### config.mk
export PLATFORM = sky130hd
export DESIGN_NAME = wb_unit
export DESIGN_NICKNAME = d
export VERILOG_FILES = /design/src/rtl/wb_unit_pkg.sv /design/src/rtl/wb_sel_mux.sv /design/src/rtl/wb_unit.sv
export SDC_FILE = /design/constraint.sdc
export NUM_CORES = 1
export LEC_CHECK = 0
export BUFFER_PORTS_ARGS = -buffer_cell sky130_fd_sc_hd__buf_4
export CELL_PAD_IN_SITES_DETAIL_PLACEMENT = 0
export CELL_PAD_IN_SITES_GLOBAL_PLACEMENT = 1
export CORE_ASPECT_RATIO = 1.75
export CORE_MARGIN = 4
export CORE_UTILIZATION = 32
export DETAILED_ROUTE_END_ITERATION = 16
export PLACE_DENSITY = 0.9
export SYNTH_ARGS = -nofsm -noshare
export SYNTH_HDL_FRONTEND = slang
export SYNTH_SLANG_ARGS = --single-unit
### constraint.sdc
create_clock -name clk -period 1.9 [get_ports clk]
set_input_delay 0.38 -clock clk [delete_from_list [all_inputs] [get_ports clk]]
set_output_delay 0.38 -clock clk [all_outputs]
set_load 0.05 [all_outputs]
### src/rtl/wb_unit_pkg.sv
// Shared definitions for the writeback unit: result-select codes, state encoding, widths.
package wb_unit_pkg;

  localparam int DATA_W = 32;
  localparam int RF_W   = 5;
  localparam int WSEL_W = 2;
  localparam int CNT_W  = 16;

  localparam logic [WSEL_W-1:0] RF_WSEL_ALUC = 2'd0;
  localparam logic [WSEL_W-1:0] RF_WSEL_RDO  = 2'd1;
  localparam logic [WSEL_W-1:0] RF_WSEL_PC4  = 2'd2;
  localparam logic [WSEL_W-1:0] RF_WSEL_EXT  = 2'd3;

  typedef enum logic {
    ST_IDLE      = 1'b0,
    ST_WAIT_LOAD = 1'b1
  } wb_state_e;

endpackage

### src/rtl/wb_sel_mux.sv
// 4:1 writeback result select (ALU result, load data, PC+4, extended immediate).
module wb_sel_mux
  import wb_unit_pkg::*;
(
  input  logic [WSEL_W-1:0] i_sel,
  input  logic [DATA_W-1:0] i_aluc,
  input  logic [DATA_W-1:0] i_rdo,
  input  logic [DATA_W-1:0] i_pc4,
  input  logic [DATA_W-1:0] i_ext,
  output logic [DATA_W-1:0] o_wd
);

  always_comb begin
    case (i_sel)
      RF_WSEL_ALUC: o_wd = i_aluc;
      RF_WSEL_RDO:  o_wd = i_rdo;
      RF_WSEL_PC4:  o_wd = i_pc4;
      default:      o_wd = i_ext;
    endcase
  end

endmodule

### src/rtl/wb_unit.sv
// Writeback stage: registers EX results into the register file, waiting for load data with a timeout.
// Optional macro WB_FWD_EN adds forwarding/pending-load observation outputs.
module wb_unit
  import wb_unit_pkg::*;
#(
  parameter int LOAD_TIMEOUT = 255
) (
  input  logic              clk,
  input  logic              rst,
  input  logic              in_valid,
  output logic              in_ready,
  input  logic              in_we,
  input  logic [WSEL_W-1:0] in_wsel,
  input  logic [RF_W-1:0]   in_wr,
  input  logic [DATA_W-1:0] in_aluc,
  input  logic [DATA_W-1:0] in_pc4,
  input  logic [DATA_W-1:0] in_ext,
  input  logic              dram_rvalid,
  input  logic [DATA_W-1:0] dram_rdo,
  output logic              rf_we,
  output logic [RF_W-1:0]   rf_wr,
  output logic [DATA_W-1:0] rf_wd,
  output logic              err
`ifdef WB_FWD_EN
  ,
  output logic              fwd_valid,
  output logic [RF_W-1:0]   fwd_wr,
  output logic [DATA_W-1:0] fwd_wd,
  output logic              pend_valid,
  output logic [RF_W-1:0]   pend_wr
`endif
);

  localparam logic [CNT_W-1:0] TO_LAST = CNT_W'(LOAD_TIMEOUT - 1);

  wb_state_e         r_state, w_state_nx;
  logic [CNT_W-1:0]  r_cnt, w_cnt_nx;
  logic              r_cap_we, w_cap_we_nx;
  logic [RF_W-1:0]   r_cap_wr, w_cap_wr_nx;
  logic              r_rf_we;
  logic [RF_W-1:0]   r_rf_wr;
  logic [DATA_W-1:0] r_rf_wd;
  logic              r_err, w_err_nx;
  logic              w_accept;
  logic              w_fire;
  logic              w_wb_we;
  logic [RF_W-1:0]   w_wb_wr;
  logic [WSEL_W-1:0] w_sel;
  logic [DATA_W-1:0] w_wd;

  assign in_ready = (r_state == ST_IDLE);
  assign w_accept = in_valid & in_ready;
  // While a load is pending the only legal data source is the memory return.
  assign w_sel    = (r_state == ST_WAIT_LOAD) ? RF_WSEL_RDO : in_wsel;

  wb_sel_mux u_sel (
    .i_sel  (w_sel),
    .i_aluc (in_aluc),
    .i_rdo  (dram_rdo),
    .i_pc4  (in_pc4),
    .i_ext  (in_ext),
    .o_wd   (w_wd)
  );

  always_comb begin
    w_state_nx  = r_state;
    w_cnt_nx    = r_cnt;
    w_cap_we_nx = r_cap_we;
    w_cap_wr_nx = r_cap_wr;
    w_err_nx    = r_err;
    w_fire      = 1'b0;
    w_wb_we     = 1'b0;
    w_wb_wr     = r_rf_wr;
    case (r_state)
      ST_IDLE: begin
        if (w_accept) begin
          if (in_wsel == RF_WSEL_RDO) begin
            w_state_nx  = ST_WAIT_LOAD;
            w_cnt_nx    = '0;
            w_cap_we_nx = in_we;
            w_cap_wr_nx = in_wr;
          end else begin
            w_fire  = 1'b1;
            w_wb_we = in_we;
            w_wb_wr = in_wr;
          end
        end
      end
      ST_WAIT_LOAD: begin
        // A return on the final timeout cycle still completes the load.
        if (dram_rvalid) begin
          w_fire     = 1'b1;
          w_wb_we    = r_cap_we;
          w_wb_wr    = r_cap_wr;
          w_state_nx = ST_IDLE;
        end else if (r_cnt == TO_LAST) begin
          w_err_nx   = 1'b1;
          w_state_nx = ST_IDLE;
        end else begin
          w_cnt_nx = r_cnt + 1'b1;
        end
      end
      default: w_state_nx = ST_IDLE;
    endcase
  end

  always_ff @(posedge clk or negedge rst) begin
    if (!rst) begin
      r_state  <= ST_IDLE;
      r_cnt    <= '0;
      r_cap_we <= 1'b0;
      r_cap_wr <= '0;
      r_rf_we  <= 1'b0;
      r_rf_wr  <= '0;
      r_rf_wd  <= '0;
      r_err    <= 1'b0;
    end else begin
      r_state  <= w_state_nx;
      r_cnt    <= w_cnt_nx;
      r_cap_we <= w_cap_we_nx;
      r_cap_wr <= w_cap_wr_nx;
      r_err    <= w_err_nx;
      r_rf_we  <= w_fire & w_wb_we & (w_wb_wr != '0);
      if (w_fire) begin
        r_rf_wr <= w_wb_wr;
        r_rf_wd <= w_wd;
      end
    end
  end

  assign rf_we = r_rf_we;
  assign rf_wr = r_rf_wr;
  assign rf_wd = r_rf_wd;
  assign err   = r_err;

`ifdef WB_FWD_EN
  assign fwd_valid  = r_rf_we;
  assign fwd_wr     = r_rf_wr;
  assign fwd_wd     = r_rf_wd;
  assign pend_valid = (r_state == ST_WAIT_LOAD);
  assign pend_wr    = r_cap_wr;
`endif

endmodule

# After elaboration in Yosys (flattened, before gate mapping)
# Index checks and enable logic that the tools add are counted.
[op_classes]
n_addsub = 1
n_eq_ne = 8
mux = 24
bitwise_logic = 5
n_reduce_logical = 5
[op_table]
columns = ["cell", "n"]
rows = [
  ["case mux 32 bit (3 select lines)", 1],
  ["two-way mux 16 bit", 4],
  ["case mux 16 bit (2 select lines)", 1],
  ["adder 16 x 1 -> 16 bit (second input constant)", 1],
  ["== test 16 x 8 -> 1 bit (second input constant)", 1],
  ["two-way mux 5 bit", 3],
  ["two-way mux 1 bit", 10],
  ["case mux 5 bit (2 select lines)", 1],
  ["case mux 1 bit (2 select lines)", 3],
  ["AND reduction 3 bit", 2],
  ["nonzero test 5 bit", 1],
  ["== test 2 x 1 -> 1 bit (second input constant)", 2],
  ["!= test 2 x 1 -> 1 bit (second input constant)", 2],
  ["!= test 2 bit (second input constant)", 2],
  ["AND reduction 4 bit", 1],
  ["AND 1 bit", 3],
  ["== test 2 bit (second input constant)", 1],
  ["logical NOT 2 bit", 1],
  ["two-way mux 2 bit", 1],
  ["NOT 1 bit", 2],
]
[totals]
ff_bits = 62
input_bits = 140
output_inout_bits = 40
word_cells = 51

# Logic depth before layout (Yosys ltp)
# Gate-level depths: netlist of the first run.
[depth]
depth_word = 6
mapped_depth = 8
depth_no_buf = 7

# By module
# From an unflattened synthesis of the first run, not the netlist that was laid out.
[hier_totals]
cells_unflattened = 256
hier_area_um2 = 3478.3
[modules_own_cells]
columns = ["mod", "instances", "cells_per_inst", "area_per_inst_um2", "seq_area_each_um2"]
rows = [
  ["wb_unit", 1, 217, 2663.8, 1551.5],
  ["wb_sel_mux", 1, 39, 814.5, 0.0],
]

# Worst setup path after synthesis of the first run
# OpenSTA, ideal clock, no wires.
[synth_timing]
path_type = "register -> register"
startpoint = "register r_state"
endpoint = "register r_rf_wd[0], in the netlist rf_wd[0]"
setup_time_ns = 0.082
arrival_ns = 1.667
required_time_ns = 1.818
setup_slack_ns = 0.151
stages_incl_launch_ff = 7
n_path_buf = 2
synth_period_minus_slack_ns = 1.749
path_cell_list = "dfrtp_1 > inv_1 > and3_1 > clkbuf_1 > clkbuf_1 > a22oi_1 > a31oi_1"
[synth_between]
elab_chain_len = 4
word_cells_on_any_way = 9
classes_between = "eq/ne (2); mux (4); bitwise (2); reduce/logical (1)"
[synth_lines]
columns = ["item", "line_no", "rtl"]
rows = [
  ["from (decl)", "wb_unit.sv:36", "wb_state_e r_state, w_state_nx;"],
  ["from (signal assigned)", "wb_unit.sv:118", "r_state <= w_state_nx;"],
  ["NOT 1 bit *", "--", ""],
  ["named net in_ready", "wb_unit.sv:11", "output logic in_ready,"],
  ["AND 1 bit", "wb_unit.sv:52", "assign w_accept = in_valid & in_ready;"],
  ["two-way mux 1 bit", "wb_unit.sv:76", "if (w_accept) begin"],
  ["case mux 1 bit (2 select lines) *", "wb_unit.sv:74", "case (r_state)"],
  ["to (signal assigned)", "wb_unit.sv:126", "r_rf_wd <= w_wd;"],
  ["to (decl)", "wb_unit.sv:42", "logic [DATA_W-1:0] r_rf_wd;"],
]
# The timed path passes the listed nets; every way through them passes the cells marked *.
# A chain may end at the register's enable or synchronous reset.

# Worst setup path in the final report of the first run
[layout_timing]
startpoint = "register r_cnt[0]"
endpoint = "register r_cnt[4]"
[layout_between]
elab_chain_len = 4
word_cells_on_any_way = 7
classes_between = "add/sub (1); eq/ne (2); mux (3); reduce/logical (1)"
[layout_lines]
columns = ["item", "line_no", "rtl"]
rows = [
  ["from (decl)", "wb_unit.sv:37", "logic [CNT_W-1:0] r_cnt, w_cnt_nx;"],
  ["from (signal assigned)", "wb_unit.sv:119", "r_cnt <= w_cnt_nx;"],
  ["adder 16 x 1 -> 16 bit", "wb_unit.sv:100", "w_cnt_nx = r_cnt + 1'b1;"],
  ["two-way mux 16 bit", "wb_unit.sv:96", "end else if (r_cnt == TO_LAST) begin"],
  ["two-way mux 16 bit", "wb_unit.sv:91", "if (dram_rvalid) begin"],
  ["case mux 16 bit (2 select lines)", "wb_unit.sv:74", ""],
]
# Parallel ways exist; a longest one is shown, timed or not. The select of a mux whose other input is x is not followed.

==> impl_metrics.py, run 1 <==
metrics = {
    "setup_path": {
        "cp_max_fo": 11,
        "rr_worst_depth": 7,
        "cpPeakStageDelay_ns": 0.43,
        "required_ns": 2.11,
        "arrival_ns": 1.97,
        "r2r_slack_ns": 0.14,
        "path_delay_family": "simple AND/OR/NAND/NOR gates",
        "rr_endpoint": "r_cnt[4]",
        "timing.rr.start": "r_cnt[0]",
        "cp-end-kind": "flop",
        "critPathLaunchType": "flop",
        "path_class": "flop to flop",
        "cp_cell_sequence": "inv_1 -> ha_1 -> nor4b_4 -> nand4_4 -> o21ai_2 -> or3_1 -> a21oi_2",
        "worst-path-buf-inv": 1,
        "slowest_stage": "dfrtp_1",
    },
    "pwr": {
        "internal_power_uw": 3340,
        "switching_power_uw": 1850,
        "power_frac_comb": 0.341,
        "seq_power_share": 0.326,
        "power_leakage_uw": 0.00235,
        "pwr-share-clk": 0.333,
        "swShare": 0.357,
        "powerDensity_nw_per_um2": 1050,
        "ir_drop_mv": 0.585,
    },
    "clocking": {
        "cts_resized": 0,
        "cts_root_buf": "clkbuf_16",
        "path_clk_slew_ns": 0.05,
        "hold_buffers": 0,
        "worstSkewPairLatency_ns": 0.32,
        "htree_levels": 3,
        "clock-sinks": 62,
        "cts_buffers": 9,
        "post_cts_buffers": 0,
        "cts.path.max_buffers": 2,
        "cts_tree": "built",
    },
    "drt": {
        "vias_per_cell": 5.20,
        "ant_nets": 0,
        "drt-pass1-iter-count": 4,
        "wl_per_cell_um": 16.7,
        "vias": 3268,
        "wl_um": 10500,
        "route.detailed.drc": 0,
        "drtIter0Drc": 157,
    },
    "finish": {
        "fin_nets": 643,
        "area_delta_synth_final_pct": 56.1,
        "seq_area_um2": 1550,
        "fill_cells": 892,
        "n_antenna_cell": 0,
        "drive_above_1_share": 0.415,
        "multi_input_area_um2": 1510,
        "design_area_um2": 4960,
    },
    "timing": {
        "grt_setup_unrepaired": "no",
        "fmax_mhz": 568,
        "period_minus_slack_ns": 1.76,
        "postLayoutSetupSlackWorst_ns": 0.139,
        "finClkSkew_ns": 0.00755,
        "slew_headroom": 0.461,
        "hold_violations": 0,
        "setup_viol": 0,
        "tightest_slew_ns": 0.808,
        "tns_ns": 0,
        "slew_violations": 0,
        "min_period_over_period": 0.927,
    },
    "placement": {
        "io_buffers": 179,
        "pre_cts_slack_ns": 0.151,
        "dp_hpwl_um": 7970,
        "placedInstanceArea_um2": 4650,
        "gp_congestion": 0.885,
    },
    "floorplanning": {
        "row_count": 47,
        "coreArea_um2": 9590,
        "fp.dieW_um": 83.3,
        "start_util": 0.332,
        "io_pins": 180,
        "die_h_um": 140,
        "dieArea_um2": 11700,
    },
    "global_routing": {
        "grt_antenna_before_repair": 0,
        "grt_max_degree": 65,
        "grt_pass1_wl_um": 16800,
        "grt_pass1_vias": 3552,
        "grt_usage": 0.178,
        "overflow": 0,
    },
    "yosys": {
        "synth_most_common_cell": "a22oi_1",
        "synth_cells": 329,
        "synth_ff_type": "dfrtp_1",
        "syn_avg_cell_area_um2": 9.66,
        "yosysTopAreaCellShare": 0.488,
        "yosysTopAreaCell": "dfrtp_1",
        "ys_warn_count": 0,
        "synth_enable_flop_cells": 0,
        "synth.top_cells.by_area": "dfrtp_1 49%, a22oi_1 15%, a31oi_1 6.3%",
        "syn_nets": 471,
        "seq_area_frac_synth": 0.488,
        "synth_cell_type_count": 34,
        "synthesis.area_um2": 3180,
        "ys_seq_elements": 62,
        "postSynth.asyncResetShare": 1.00,
        "yosys-top-cells-count": "65 x a22oi_1, 62 x dfrtp_1, 47 x nor2_1",
    },
    "status": {
        "outcome": "finished, final reports clean",
    },
    "run": {
        "maxCapViolCount": 0,
    },
    "hold_path": {
        "hold_class": "input pin to asynchronous set/reset pin",
    },
}
kinds of logic (layout without fill, tap and decap cells):
family | count (synthesis) | count (layout) | share of synthesized area
and+or+nand+nor | 112 | 112 | 0.175
xor gates and xnor gates | 11 | 11 | 0.0303
AOI/OAI and AO/OA | 114 | 114 | 0.259
buffers and inverters | 28 | 205 | 0.0401
adders and majority gates | 2 | 2 | 0.00787
DFF | 62 | 62 | 0.488
how the worst max path moves through the flow:
stage | endpoint | cells after the start | from
floorplan | rf_wd[0] | 6 | r_state
detailed placement | r_cnt[4] | 7 | r_cnt[0]
global placement | r_cnt[4] | 7 | r_cnt[0]
global route | r_cnt[4] | 7 | r_cnt[0]
finish | r_cnt[4] | 7 | r_cnt[0]
CTS | r_cnt[4] | 7 | r_cnt[0]
stage by stage:
step                      cells  utilization  hold WS, ns  total power, µW
after CTS                   628        0.518        0.181             5250
after global routing        628        0.518        0.220             5430
final                       628        0.518        0.148             5190
after detailed placement    612        0.485        0.466             3490
after global placement      612        0.485        0.461             3460
after floorplan             329            -       0.0844             2770
cells in the final DEF, fill, tap and decap left out, types with 3 or more instances in the layout:
cell and n:
a221o_1 5, a22oi_1 65, a31oi_1 32, and3_1 11, buf_4 184, clkbuf_16 9, dfrtp_1 62, inv_1 3
nand2_1 24, nand3_1 9, nand4_1 5, nor2_1 47, xor2_1 11
power by group through the flow:
stage	logic, µW	registers (µW)	clock network (µW)
final	1770	1690	1730
after CTS	1780	1690	1770
after floorplan	438	2330	0
after global routing	1880	1720	1830
after detailed placement	1780	1710	0
after global placement	1760	1700	0
flip-flops by register name, summed over array words and instances, names as in the netlist:
| name | flops |
|---|---|
| rf_wd | 32 |
| r_cnt | 16 |
| r_cap_wr | 5 |
| rf_wr | 5 |
| err | 1 |
| r_cap_we | 1 |
| r_state | 1 |
| rf_we | 1 |
area by class of cell:
| cell class | count | share of cell area |
|---|---|---|
| multi-input combinational | 239 | 0.305 |
| tap | 122 | 0.0308 |
| clock inverter | 6 | 0.0174 |
| clock buffer | 10 | 0.0461 |
| timing repair buffer | 186 | 0.286 |
| sequential | 62 | 0.313 |
| inverter | 3 | 0.00227 |
routing by layer:
metal  GRT usage  part of all wire  wire (µm)  vias up
met1       0.195              0.38       3940     1519
met4      0.0792             0.034        352        0
met3      0.0426             0.060        626       26
met2       0.321              0.53       5580      138
li1            -                 -          -     1585
met5           0                 0          0        -
Note: power is estimated with default switching activity, not from simulation.
==> run 2, diff against run 1 <==
==> constraint.sdc (replaced) <==
create_clock -name clk -period 1.9 [get_ports clk]
set_input_delay 0.19 -clock clk [delete_from_list [all_inputs] [get_ports clk]]
set_output_delay 0.19 -clock clk [all_outputs]
set_load 0.05 [all_outputs]
==> run 2 against run 1 <==
Clock power shrank 6%. Power shrank 1.9%. Sequential share of layout area grew 0.071 points. Largest power group unchanged. Global-route usage grew 0.36 points. Critical endpoint unchanged. Via count grew 3.0%. Die area is the same. Count of clock-buffer cells in the layout shrank 1.
==> impl_metrics.py, run 2 (synthesized netlist as in run 1, its figures left out) <==
metrics = {
    "timing": {
        "tns_ns": 0,
        "slew_violations": 0,
        "min_period_over_period": 0.909,
        "whs_ns": 0.0591,
        "finClkSkew_ns": 0.00480,
        "setup_viol": 0,
        "hold_violations": 0,
        "period_minus_slack_ns": 1.73,
        "slew_headroom": 0.468,
        "tightest_slew_ns": 0.797,
        "grt_setup_unrepaired": "no",
        "fmax_mhz": 579,
    },
    "setup_path": {
        "path_class": "flop to flop",
        "cp-end-kind": "flop",
        "cpPeakStageDelay_ns": 0.43,
        "arrival_ns": 1.94,
        "cp_max_fo": 11,
        "cp_cell_sequence": "inv_1 -> ha_1 -> nor4b_4 -> nand4_4 -> o21ai_4 -> or3_1 -> a21oi_2",
        "slowest_stage": "dfrtp_1",
        "critPathLaunchType": "flop",
        "required_ns": 2.12,
        "path_delay_family": "simple AND/OR/NAND/NOR gates",
        "worst-path-buf-inv": 1,
    },
    "finish": {
        "drive_above_1_share": 0.416,
        "largest_register_ff_count": 32,
        "fill_cells": 880,
        "layout_common_cells": "185 x buf_4, 65 x a22oi_1, 62 x dfrtp_1",
        "n_antenna_cell": 0,
        "fin_nets": 644,
        "layout_commonest_cell": "buf_4",
        "area_delta_synth_final_pct": 55.8,
    },
    "global_routing": {
        "met3_usage": 0.0455,
        "overflow": 0,
        "grt_usage": 0.181,
        "grt_max_degree": 65,
        "grt.busiest_layer": "met2",
        "use_met1": 0.195,
        "grt_pass1_vias": 3572,
        "grt_pass1_wl_um": 17000,
        "met2_usage": 0.328,
        "grt_antenna_before_repair": 0,
    },
    "drt": {
        "ant_nets": 0,
        "wl_per_cell_um": 17.0,
        "vias_per_cell": 5.35,
        "drt-pass1-iter-count": 4,
        "drtIter0Drc": 165,
        "vias": 3366,
        "wl_um": 10700,
        "route.detailed.drc": 0,
    },
    "placement": {
        "dp_hpwl_um": 8130,
        "io_buffers": 179,
        "gp_congestion": 0.831,
    },
    "floorplanning": {
        "io_pins": 180,
        "coreArea_um2": 9590,
        "row_count": 47,
        "fp.dieW_um": 83.3,
        "die_h_um": 140,
        "dieArea_um2": 11700,
        "start_util": 0.332,
    },
    "pwr": {
        "seq_power_share": 0.333,
        "power_frac_comb": 0.347,
        "swShare": 0.370,
        "internal_power_uw": 3210,
        "switching_power_uw": 1880,
        "power_leakage_uw": 0.00234,
        "powerDensity_nw_per_um2": 1030,
        "ir_drop_mv": 0.489,
        "pwr-share-clk": 0.320,
    },
    "clocking": {
        "cts_root_buf": "clkbuf_16",
        "cts_buffers": 9,
        "post_cts_buffers": 0,
        "htree_levels": 3,
        "cts.path.max_buffers": 2,
        "clock-sinks": 62,
        "cts_tree": "built",
        "path_clk_slew_ns": 0.06,
        "worstSkewPairLatency_ns": 0.33,
    },
    "run": {
        "maxCapViolCount": 0,
    },
    "hold_path": {
        "hold_class": "input pin to flop",
    },
    "status": {
        "outcome": "finished, final reports clean",
    },
}
[run 2: changes by cell type in the layout (fill, tap and decap cells not counted)]
cell and change:
buf_4 +1, bufinv_16 -1, o21ai_4 +1, dlygate4sd3_1 +1
clkinv_4 +1, o21ai_2 -1, buf_12 -1, inv_6 +1
clkbuf_1 -1
[run 2: worst paths after layout]
path                                  start           to  slack (ns)  cells past startpoint
worst min register to register  r_cap_wr[0]  r_cap_wr[0]        0.48                      2
worst max register to register     r_cnt[0]     r_cnt[4]        0.17                      7
worst max-delay path               r_cnt[0]     r_cnt[4]        0.17                      7
worst min-delay path               in_wr[1]  r_cap_wr[1]        0.06                      3
max in group asynchronous               rst    rf_wd[16]        0.89                      2
min in group asynchronous               rst     r_cnt[7]        0.49                      2
[run 2: worst min-delay path: stages]
cell	delay (ns)
buf_4	0.08
nand2_1	0.04
nand2_1	0.04
[run 2: per-stage QoR]
step                cell area, µm²   util  total power (µW)  cells  worst slack, ns
floorplan                     3180      -              2770    329            0.151
CTS                           4940  0.516              5150    629           0.0976
finish                        4950  0.517              5090    629            0.173
global placement              4640  0.484              3460    612            0.229
detailed placement            4640  0.484              3490    612           0.0975
global route                  4950  0.517              5330    629           0.0393
[run 2: timing repair]
action | CTS | global route
endpoints found under the setup margin | 0 | 5
hold buffers | 1 | 0
hold endpoints to repair | 62 | 0
resized for setup | 0 | 1
[run 2: power groups by stage]
| stage | clock network [µW] | logic (µW) | registers, µW |
|---|---|---|---|
| floorplan | 0 | 438 | 2330 |
| global placement | 0 | 1750 | 1700 |
| detailed placement | 0 | 1770 | 1720 |
| CTS | 1670 | 1780 | 1700 |
| global route | 1740 | 1870 | 1730 |
| finish | 1630 | 1770 | 1700 |
[run 2: area by class of cell]
class	instances	area, µm²	share of cell area
repair buffers	187	1420	0.287
clock inverters	7	73.8	0.0149
multi-input cells	239	1520	0.307
well taps	122	153	0.0308
flip-flops and latches	62	1550	0.313
clock buffers	9	225	0.0455
inverters	3	11.3	0.00227
[run 2: metal layers]
| metal | part of all wire | up-vias |
|---|---|---|
| met1 | 0.37 | 1610 |
| met3 | 0.062 | 21 |
| met5 | 0 | - |
| met4 | 0.027 | 0 |
| li1 | - | 1587 |
| met2 | 0.54 | 148 |
==> run 3, diff against run 2 <==
==> constraint.sdc (replaced) <==
create_clock -name clk -period 1.9 [get_ports clk]
set_input_delay 0 -clock clk [delete_from_list [all_inputs] [get_ports clk]]
set_output_delay 0 -clock clk [all_outputs]
set_load 0.05 [all_outputs]
==> run 3 against run 2 <==
Non-clock buffer count is 58 higher. Die area is the same. Routed wire length grew 7.8%. Final cell count is 9.2% higher. Setup slack worse by 0.0078 ns. Sequential share of layout area shrank 3.3 points. Sequential power barely moved. Via count increased by 8.8%. Sequential cell count is the same. Register-to-register slack barely moved. Combinational power increased by 6%. Power increased by 2.2%.
==> impl_metrics.py, run 3 (synthesized netlist as in run 1, its figures left out) <==
metrics = {
    "setup_path": {
        "rr_endpoint": "r_cnt[4]",
        "cpPeakStageDelay_ns": 0.43,
        "critPathLaunchType": "flop",
        "r2r_slack_ns": 0.17,
        "path_delay_family": "simple AND/OR/NAND/NOR gates",
        "path_class": "flop to flop",
        "rr_worst_depth": 7,
        "worst-path-buf-inv": 1,
        "cp_max_fo": 11,
        "required_ns": 2.12,
        "cp-end-kind": "flop",
        "cp_cell_sequence": "inv_1 -> ha_1 -> nor4b_4 -> nand4_4 -> o21ai_4 -> or3_1 -> a21oi_2",
        "slowest_stage": "dfrtp_1",
        "timing.rr.start": "r_cnt[0]",
        "path_depth": 7,
        "arrival_ns": 1.95,
    },
    "drt": {
        "route.detailed.drc": 0,
        "ant_nets": 0,
        "wl_um": 11500,
        "wl_per_cell_um": 16.8,
        "vias": 3661,
        "vias_per_cell": 5.33,
        "drtIter0Drc": 189,
        "drt-pass1-iter-count": 5,
    },
    "floorplanning": {
        "io_pins": 180,
        "dieArea_um2": 11700,
        "fp.dieW_um": 83.3,
        "coreArea_um2": 9590,
        "die_h_um": 140,
        "row_count": 47,
        "start_util": 0.332,
    },
    "pwr": {
        "powerDensity_nw_per_um2": 940,
        "power_leakage_uw": 0.00258,
        "power_uw": 5200,
        "ir_drop_mv": 0.497,
    },
    "run": {
        "maxCapViolCount": 0,
    },
    "placement": {
        "io_buffers": 179,
        "dp_hpwl_um": 8130,
        "gp_congestion": 0.831,
        "placedInstanceArea_um2": 4640,
        "placedCellCount": 612,
    },
    "clocking": {
        "path_clk_slew_ns": 0.06,
        "clock-sinks": 62,
        "cts_root_buf": "clkbuf_16",
        "worstSkewPairLatency_ns": 0.33,
        "htree_levels": 3,
        "cts.path.max_buffers": 2,
        "cts_tree": "built",
        "cts_buffers": 9,
    },
    "timing": {
        "period_minus_slack_ns": 1.73,
        "tightest_slew_ns": 0.796,
        "setup_viol": 0,
        "tns_ns": 0,
        "fmax_mhz": 577,
        "min_period_over_period": 0.913,
        "slew_headroom": 0.469,
        "finClkSkew_ns": 0.00447,
        "grt_setup_unrepaired": "no",
        "hold_violations": 0,
        "slew_violations": 0,
    },
    "finish": {
        "postLayoutCoreUtil": 0.577,
        "layout_commonest_cell": "buf_4",
        "area_delta_synth_final_pct": 74.0,
        "drive_above_1_share": 0.373,
        "fin_nets": 702,
        "layout_common_cells": "185 x buf_4, 65 x a22oi_1, 62 x dfrtp_1",
        "n_antenna_cell": 0,
        "largest_register_ff_count": 32,
        "seq_area_um2": 1550,
        "fin_cells": 687,
        "design_area_um2": 5530,
        "multi_input_area_um2": 1520,
        "fill_cells": 799,
    },
    "hold_path": {
        "hp-start": "dram_rdo[15]",
        "hold_class": "input pin to flop",
        "hold-path-endpoint": "rf_wd[15]",
        "holdPathStages": 3,
    },
    "global_routing": {
        "grt_usage": 0.195,
        "grt_max_degree": 65,
        "grt_pass1_wl_um": 18400,
        "grt_antenna_before_repair": 0,
        "grt_pass1_vias": 3916,
        "overflow": 0,
    },
    "status": {
        "outcome": "finished, final reports clean",
    },
}
==> run 3: power by group <==
group / switching [µW] / internal [µW]
sequential: 153 / 1550
clock: 612 / 1020
combinational: 1150 / 721
total: 1920 / 3280
==> run 3: layer usage <==
layer	global-route usage	part of all wire	vias to the layer above
li1	-	-	1701
met1	0.208	0.36	1747
met2	0.348	0.53	181
met3	0.0438	0.060	32
met4	0.109	0.043	0
met5	0	0	-
==> run 3: final cells by class <==
class | instances | area share
Inverter | 3 | 0.00204
Sequential cell | 62 | 0.280
Timing Repair Buffer | 245 | 0.361
Tap cell | 122 | 0.0276
Clock inverter | 7 | 0.0133
Multi-Input combinational cell | 239 | 0.275
Clock buffer | 9 | 0.0407
==> run 3: stage by stage <==
stage / setup WS (ns) / hold WS (ns)
after global routing: 0.0393 / 0.00503
after CTS: 0.0976 / 0.000807
after global placement: 0.229 / 0.143
final: 0.165 / 0.00579
after floorplan: 0.151 / -0.296
after detailed placement: 0.0975 / 0.147
==> run 3: worst max path at each step <==
stage	start	to
2_1_floorplan	r_state	rf_wd[0]
6_report	r_cnt[0]	r_cnt[4]
3_3_place_gp	r_cnt[0]	r_cnt[4]
3_5_place_dp	r_cnt[0]	r_cnt[4]
5_1_grt	r_cnt[0]	r_cnt[0]
4_1_cts	r_cnt[0]	r_cnt[4]
==> run 3: tightest hold or removal path, stage by stage <==
cell and delay, ns:
buf_4 0.08, a22oi_1 0.05, a31oi_1 0.16
==> run 3: what timing repair did <==
item                                    in CTS  in global routing
endpoints found under the setup margin       0                  5
hold buffers                                59                  0
endpoints found under the hold margin       91                  0
gates resized for setup                      0                  1
buffers inserted                             0                  0
